`config.mk`:
```
export PLATFORM = sky130hd
export DESIGN_NAME = systolic_skew_feeder_flat
export DESIGN_NICKNAME = d
export VERILOG_FILES = /design/src/rtl/systolic_skew_feeder_if.sv /design/src/rtl/systolic_skew_feeder.sv /design/src/flat_wrapper.sv
export SDC_FILE = /design/constraint.sdc
export NUM_CORES = 1
export LEC_CHECK = 0
export ABC_AREA = 1
export BUFFER_PORTS_ARGS = -buffer_cell sky130_fd_sc_hd__buf_2
export CORE_ASPECT_RATIO = 1.5
export CORE_MARGIN = 1.5
export CORE_UTILIZATION = 40
export CTS_BUF_LIST = sky130_fd_sc_hd__clkbuf_16
export CTS_CLUSTER_SIZE = 20
export DETAILED_ROUTE_END_ITERATION = 6
export PLACE_DENSITY_LB_ADDON = 0.1
export SLEW_MARGIN = 20
export SYNTH_ARGS = -nofsm -noshare
export SYNTH_HDL_FRONTEND = slang
export SYNTH_SLANG_ARGS = --single-unit
```
`constraint.sdc`:
```
create_clock -name CLOCK -period 4.64 [get_ports CLOCK]
set_input_delay 0.232 -clock CLOCK [delete_from_list [all_inputs] [get_ports CLOCK]]
set_output_delay 0.232 -clock CLOCK [all_outputs]
set_load 0.02 [all_outputs]
```
`src/rtl/systolic_skew_feeder_if.sv`:
```
// Operand beat stream (A column + B row per k-step) between an operand source and the skew feeder.
interface systolic_skew_feeder_if #(
  parameter int N = 4,
  parameter int W = 8
);
  logic           op_valid;
  logic           op_ready;
  logic [N*W-1:0] op_a;
  logic [N*W-1:0] op_b;

  modport master (
    output op_valid,
    output op_a,
    output op_b,
    input  op_ready
  );

  modport slave (
    input  op_valid,
    input  op_a,
    input  op_b,
    output op_ready
  );
endinterface

```
`src/rtl/systolic_skew_feeder.sv`:
```
// Skewing operand feeder for an NxN systolic MAC array: feed k_len beats, flush 2N-1 zero advances, drain N.
// Optional job abort (abort/aborted ports) is compiled in when SYSTOLIC_FEEDER_ABORT_EN is defined.
module systolic_skew_feeder #(
  parameter int N  = 4,
  parameter int W  = 8,
  parameter int KW = 16
) (
  input  logic                   CLOCK,
  input  logic                   reset,
  input  logic                   start,
  input  logic [KW-1:0]          k_len,
  output logic                   busy,
  output logic                   done,
  systolic_skew_feeder_if.slave  op,
  output logic [N*W-1:0]         arr_col,
  output logic [N*W-1:0]         arr_row,
  output logic                   arr_valid,
  output logic                   arr_mult_over,
  output logic                   arr_clear
`ifdef SYSTOLIC_FEEDER_ABORT_EN
  ,
  input  logic                   abort,
  output logic                   aborted
`endif
);

  localparam int CW = $clog2(3 * N);

  typedef enum logic [2:0] {
    IDLE,
    FEED,
    FLUSH,
    DRAIN,
    DONE
  } state_t;

  state_t          state_reg, state_next;
  logic [KW-1:0]   k_len_reg;
  logic [KW-1:0]   beat_cnt_reg, beat_cnt_next;
  logic [CW-1:0]   phase_cnt_reg, phase_cnt_next;

  logic            advance;
  logic            abort_hit;
  logic            clear_set;
  logic            done_set;

  logic            arr_valid_reg;
  logic            arr_mult_over_reg;
  logic            arr_clear_reg;
  logic            done_reg;

  logic [N*W-1:0]  feed_a;
  logic [N*W-1:0]  feed_b;

  // ---------------------------------------------------------------- FSM state
  always_ff @(posedge CLOCK) begin
    if (reset) begin
      state_reg     <= IDLE;
      k_len_reg     <= '0;
      beat_cnt_reg  <= '0;
      phase_cnt_reg <= '0;
    end else begin
      state_reg     <= state_next;
      beat_cnt_reg  <= beat_cnt_next;
      phase_cnt_reg <= phase_cnt_next;
      if (state_reg == IDLE && start) begin
        k_len_reg <= k_len;
      end
    end
  end

  // ---------------------------------------------------------------- FSM next state
  always_comb begin
    state_next     = state_reg;
    beat_cnt_next  = beat_cnt_reg;
    phase_cnt_next = phase_cnt_reg;
    advance        = 1'b0;
    clear_set      = 1'b0;
    done_set       = 1'b0;
    abort_hit      = 1'b0;

`ifdef SYSTOLIC_FEEDER_ABORT_EN
    abort_hit = abort && (state_reg == FEED || state_reg == FLUSH || state_reg == DRAIN);
`endif

    case (state_reg)
      IDLE: begin
        if (start) begin
          if (k_len != '0) begin
            state_next     = FEED;
            beat_cnt_next  = '0;
            phase_cnt_next = '0;
            clear_set      = 1'b1;
          end else begin
            done_set = 1'b1;
          end
        end
      end
      FEED: begin
        if (op.op_valid) begin
          advance = 1'b1;
          if (beat_cnt_reg == k_len_reg - KW'(1)) begin
            state_next     = FLUSH;
            phase_cnt_next = '0;
          end else begin
            beat_cnt_next = beat_cnt_reg + KW'(1);
          end
        end
      end
      // Zeros push the last beat through the skew tail, the array hops and the MAC register.
      FLUSH: begin
        advance = 1'b1;
        if (phase_cnt_reg == CW'(2 * N - 2)) begin
          state_next     = DRAIN;
          phase_cnt_next = '0;
        end else begin
          phase_cnt_next = phase_cnt_reg + CW'(1);
        end
      end
      DRAIN: begin
        advance = 1'b1;
        if (phase_cnt_reg == CW'(N - 1)) begin
          state_next     = DONE;
          phase_cnt_next = '0;
          done_set       = 1'b1;
        end else begin
          phase_cnt_next = phase_cnt_reg + CW'(1);
        end
      end
      DONE: begin
        state_next = IDLE;
      end
      default: begin
        state_next = IDLE;
      end
    endcase

    // Abort takes priority over any accept or count step on the same edge.
    if (abort_hit) begin
      state_next     = IDLE;
      beat_cnt_next  = '0;
      phase_cnt_next = '0;
      advance        = 1'b0;
      done_set       = 1'b0;
      clear_set      = 1'b1;
    end
  end

  // ---------------------------------------------------------------- control outputs
  always_ff @(posedge CLOCK) begin
    if (reset) begin
      arr_valid_reg     <= 1'b0;
      arr_mult_over_reg <= 1'b0;
      arr_clear_reg     <= 1'b0;
      done_reg          <= 1'b0;
    end else begin
      arr_clear_reg <= clear_set;
      done_reg      <= done_set;
      if (abort_hit) begin
        arr_valid_reg     <= 1'b0;
        arr_mult_over_reg <= 1'b0;
      end else if (advance) begin
        arr_valid_reg     <= 1'b1;
        arr_mult_over_reg <= (state_reg == DRAIN);
      end else begin
        arr_valid_reg <= 1'b0;
        if (state_reg == DONE) begin
          arr_mult_over_reg <= 1'b0;
        end
      end
    end
  end

`ifdef SYSTOLIC_FEEDER_ABORT_EN
  logic aborted_reg;

  always_ff @(posedge CLOCK) begin
    if (reset) begin
      aborted_reg <= 1'b0;
    end else begin
      aborted_reg <= abort_hit;
    end
  end

  assign aborted = aborted_reg;
`endif

  assign busy          = (state_reg != IDLE);
  assign done          = done_reg;
  assign op.op_ready   = (state_reg == FEED);
  assign arr_valid     = arr_valid_reg;
  assign arr_mult_over = arr_mult_over_reg;
  assign arr_clear     = arr_clear_reg;

  // Outside FEED the advances shift zeros into the skew chains.
  assign feed_a = (state_reg == FEED) ? op.op_a : '0;
  assign feed_b = (state_reg == FEED) ? op.op_b : '0;

  // ---------------------------------------------------------------- per-lane skew
  genvar gi;
  generate
    for (gi = 0; gi < N; gi++) begin : g_lane
      logic [W-1:0] a_in;
      logic [W-1:0] b_in;
      logic [W-1:0] col_lane_reg;
      logic [W-1:0] row_lane_reg;

      assign a_in = feed_a[gi*W +: W];
      assign b_in = feed_b[gi*W +: W];

      if (gi == 0) begin : g_direct
        always_ff @(posedge CLOCK) begin
          if (reset || abort_hit) begin
            col_lane_reg <= '0;
            row_lane_reg <= '0;
          end else if (advance) begin
            col_lane_reg <= a_in;
            row_lane_reg <= b_in;
          end
        end
      end else begin : g_chain
        // Lane gi sees its operand gi advances after lane 0.
        logic [W-1:0] a_chain_reg [gi];
        logic [W-1:0] b_chain_reg [gi];

        always_ff @(posedge CLOCK) begin
          if (reset || abort_hit) begin
            col_lane_reg <= '0;
            row_lane_reg <= '0;
            for (int d = 0; d < gi; d++) begin
              a_chain_reg[d] <= '0;
              b_chain_reg[d] <= '0;
            end
          end else if (advance) begin
            col_lane_reg   <= a_chain_reg[gi-1];
            row_lane_reg   <= b_chain_reg[gi-1];
            a_chain_reg[0] <= a_in;
            b_chain_reg[0] <= b_in;
            for (int d = 1; d < gi; d++) begin
              a_chain_reg[d] <= a_chain_reg[d-1];
              b_chain_reg[d] <= b_chain_reg[d-1];
            end
          end
        end
      end

      assign arr_col[gi*W +: W] = col_lane_reg;
      assign arr_row[gi*W +: W] = row_lane_reg;
    end
  endgenerate

endmodule
```
`src/flat_wrapper.sv`:
```
// flat-port wrapper written by rule: the top's interface ports become plain ports
module systolic_skew_feeder_flat 
#(
  parameter int N  = 4,
  parameter int W  = 8,
  parameter int KW = 16
)
  (CLOCK, reset, start, k_len, busy, done, arr_col, arr_row, arr_valid, arr_mult_over, arr_clear, op_op_valid, op_op_a, op_op_b, op_op_ready);
  systolic_skew_feeder_if #(.N(N), .W(W)) op_i ();
  input  logic CLOCK;
  input  logic reset;
  input  logic start;
  input  logic [KW-1:0] k_len;
  output logic busy;
  output logic done;
  output logic [N*W-1:0] arr_col;
  output logic [N*W-1:0] arr_row;
  output logic arr_valid;
  output logic arr_mult_over;
  output logic arr_clear;
  input wire logic [$bits(op_i.op_valid)-1:0] op_op_valid;
  input wire logic [$bits(op_i.op_a)-1:0] op_op_a;
  input wire logic [$bits(op_i.op_b)-1:0] op_op_b;
  output wire logic [$bits(op_i.op_ready)-1:0] op_op_ready;
  assign op_i.op_valid = op_op_valid;
  assign op_i.op_a = op_op_a;
  assign op_i.op_b = op_op_b;
  assign op_op_ready = op_i.op_ready;
  systolic_skew_feeder #(.N(N), .W(W), .KW(KW)) u_core (.CLOCK(CLOCK), .reset(reset), .start(start), .k_len(k_len), .busy(busy), .done(done), .op(op_i), .arr_col(arr_col), .arr_row(arr_row), .arr_valid(arr_valid), .arr_mult_over(arr_mult_over), .arr_clear(arr_clear));
endmodule
```
==> impl_metrics.tcl <==
set metrics [dict create \
    status "complete, no violations" \
    clock_sinks 203 \
    num_io_pins 154 \
    synthesis.area_um2 8773 \
    first_global_vias 6522 \
    syn_avg_cell_area_um2 8.652 \
    arrival_ns 3.00 \
    seq_area_frac_synth 0.5727 \
    syn_inst 1014 \
    core-area_um2 21640 \
    path_clk_slew_ns 0.06 \
    synth-edff-count 96 \
    tightest_slew_ns 1.000 \
    rsz0062_at_grt "no" \
    drive_above_1_share 0.1980 \
    drv_cap 0 \
    fin_crit_sh 0.6016 \
    dieArea_um2 22850 \
    dr.pass1.iters 4 \
    final_cell_mix "nand2_1, buf_2, inv_1, nor2_1, dfxtp_1" \
    hold_violations 0 \
    fp.dieW_um 123.9 \
    min_to "u_core.k_len_reg[11]$_SDFFE_PP0P_" \
    fin_area_um2 10560 \
    grt.total_usage 0.1866 \
    rows 66 \
    min_path_cells 3 \
    register_area_um2 5025 \
    final_util 0.4882 \
    max_stage_delay_ns 0.70 \
    clk_latency_ns 0.50 \
    grt_max_degree 79 \
    ir_drop_mv 0.2751 \
    multi_input_area_um2 3025 \
    period_needed_ns 2.791 \
    post_dp_cell_area_um2 9768 \
    cts.path.max_buffers 3 \
    setup-tns-final_ns 0 \
    antenna_found_initial 0 \
    grt_pass1_wl_um 33210 \
    ant_nets 0 \
    critPathKind "flop to flop" \
    setup_viol 0 \
    ys_types 35 \
    area_growth_pct 20.39 \
    yosys_register_bits 203 \
    finalClockSkew_ns 0.01905 \
    crit_start "u_core.state_reg[0]$_SDFFE_PP0P_" \
    hpwl_um 14070 \
    vias_per_cell 4.745 \
    fmax_ghz 0.3583 \
    yosysWarnings 0 \
    drc 0 \
    clockRootBuffer "clkbuf_16" \
    antenna_cells 0 \
    ys.flop_type "dfxtp_1" \
    hold_start "k_len[11]" \
    p_per_area_nw_per_um2 533.1 \
    die_h_um 184.4 \
    post_cts_buffers 0 \
    finalMaxSlewViolations 0 \
    final_nets 1255 \
    dr.first_iter.drc_count 412 \
    relSlewSlack 0.3308 \
    overflow 0 \
    worst-r2r-setup-slack_ns 1.85 \
    crit_path_start_kind "flop" \
    wire_per_inst_um 14.43 \
    hold_class "input port to flop" \
    rr_worst_depth 8 \
    endpoint_kind "flop" \
    num-fill-cells 2180 \
    final_common_cell "nand2_1" \
    wirelength_um 20980 \
    path_cells "inv_1 -> nor3_2 -> buf_4 -> a21oi_4 -> nor2_4 -> buf_4 -> inv_2 -> nor2_1" \
    cts_max_level 1 \
    initial_core_util 0.4055 \
    cp_slowest_cell "inv_2" \
    cp.buffers_inverters 4 \
    crit_required_ns 4.85 \
    r2r_end "u_core.g_lane[3].g_chain.a_chain_reg[2][6]$_SDFFCE_PN0P_" \
    postSynth.asyncResetShare 0 \
    crit_path_frequent_cell "buf_4" \
    vias 6899 \
    cts_buffers 21 \
    crit_fanout 66 \
    p_leak_nw 4.950 \
    cts_tree "built" \
    port_buffers 153 \
    synth_nets 1102 \
    place_congestion 0.8088 \
    crit_family "buffers and inverters" \
    regToRegStartpoint "u_core.state_reg[0]$_SDFFE_PP0P_" \
]
-- where the power goes --
part / total, mW / switching, mW / internal, mW
Combinational: 1.56 / 1.11 / 0.459
Sequential: 2.50 / 0.187 / 2.32
Clock: 1.56 / 0.681 / 0.881
Total: 5.63 / 1.97 / 3.66
-- timing repair --
action,4_1_cts,5_1_grt
hold buffers,16,0
endpoints found under the hold margin,16,0
resized for setup,0,0
-- routing by layer --
layer  track usage  routed length, um  vias to the layer above
met1        0.2070               8107                     3178
met5             0                  0                        -
met4       0.07182                720                        0
met2        0.3503              11250                      154
li1              -                  -                     3523
met3       0.02877                906                       44
-- cells in the mapped netlist (all sizes together) (2+ instances only) --
library cell    n  area [um2]
a21oi          33       202.7
buf            16       87.58
clkbuf         32       120.1
dfxtp         107        2142
edfxtp         96        2883
ha              4       50.05
inv           144       540.5
nand2         223       877.1
nand3         107       565.5
nand3b          7       52.55
nand4          26       162.7
nor2          158       643.1
nor3            7       50.05
nor3b           2       15.01
nor4            5       31.28
o21ai          12       60.06
o22ai           2       12.51
xnor2          14       122.6
xor2           14       122.6
-- cell families (layout without fill, tap and decap cells) --
kind of cell    count (synthesis)  in the layout  synth area share
simple gates                  536            536            0.2740
flops                         203            203            0.5727
buf+inv                       193            361           0.08571
compound gates                 50             50           0.03394
xor+xnor                       28             28           0.02795
fa+ha+maj                       4              4          0.005705
-- through the flow --
step,hold WS (ns),std cells,total power [mW],setup WS (ns)
2_1_floorplan,0.3633,1014,3.651,1.027
3_3_place_gp,0.4144,1400,4.107,1.811
3_5_place_dp,0.4201,1400,4.122,1.773
4_1_cts,0.0008529,1454,5.714,1.754
5_1_grt,0.02054,1454,5.995,1.547
6_report,0.01710,1454,5.631,1.849
-- worst register-to-register path, cell delays in order (launching register included) --
cell     delay [ns]
dfxtp_1        0.33
inv_1          0.11
nor3_2         0.05
buf_4          0.22
a21oi_4        0.56
nor2_4         0.05
buf_4          0.37
inv_2          0.71
nor2_1         0.11
-- final cells by class --
cell class / count / area share
sequential: 203 / 0.4757
multi-input combinational: 618 / 0.2864
timing repair buffer: 178 / 0.09405
inverter: 145 / 0.05153
clock buffer: 21 / 0.04975
tap: 272 / 0.03222
clock inverter: 17 / 0.01031
-- how the worst max path moves through the flow --
stage               cells past startpoint                                                       end  slack [ns]
floorplan                               6  u_core.g_lane[1].g_chain.a_chain_reg[0][0]$_SDFFCE_PN0P_        1.03
global placement                        7  u_core.g_lane[3].g_chain.b_chain_reg[2][4]$_SDFFCE_PN0P_        1.81
detailed placement                      7  u_core.g_lane[3].g_chain.b_chain_reg[1][2]$_SDFFCE_PN0P_        1.77
CTS                                     8  u_core.g_lane[3].g_chain.b_chain_reg[1][2]$_SDFFCE_PN0P_        1.75
global route                            8  u_core.g_lane[3].g_chain.a_chain_reg[2][4]$_SDFFCE_PN0P_        1.55
finish                                  8  u_core.g_lane[3].g_chain.a_chain_reg[2][6]$_SDFFCE_PN0P_        1.85
(Power assumes the default switching activity.)
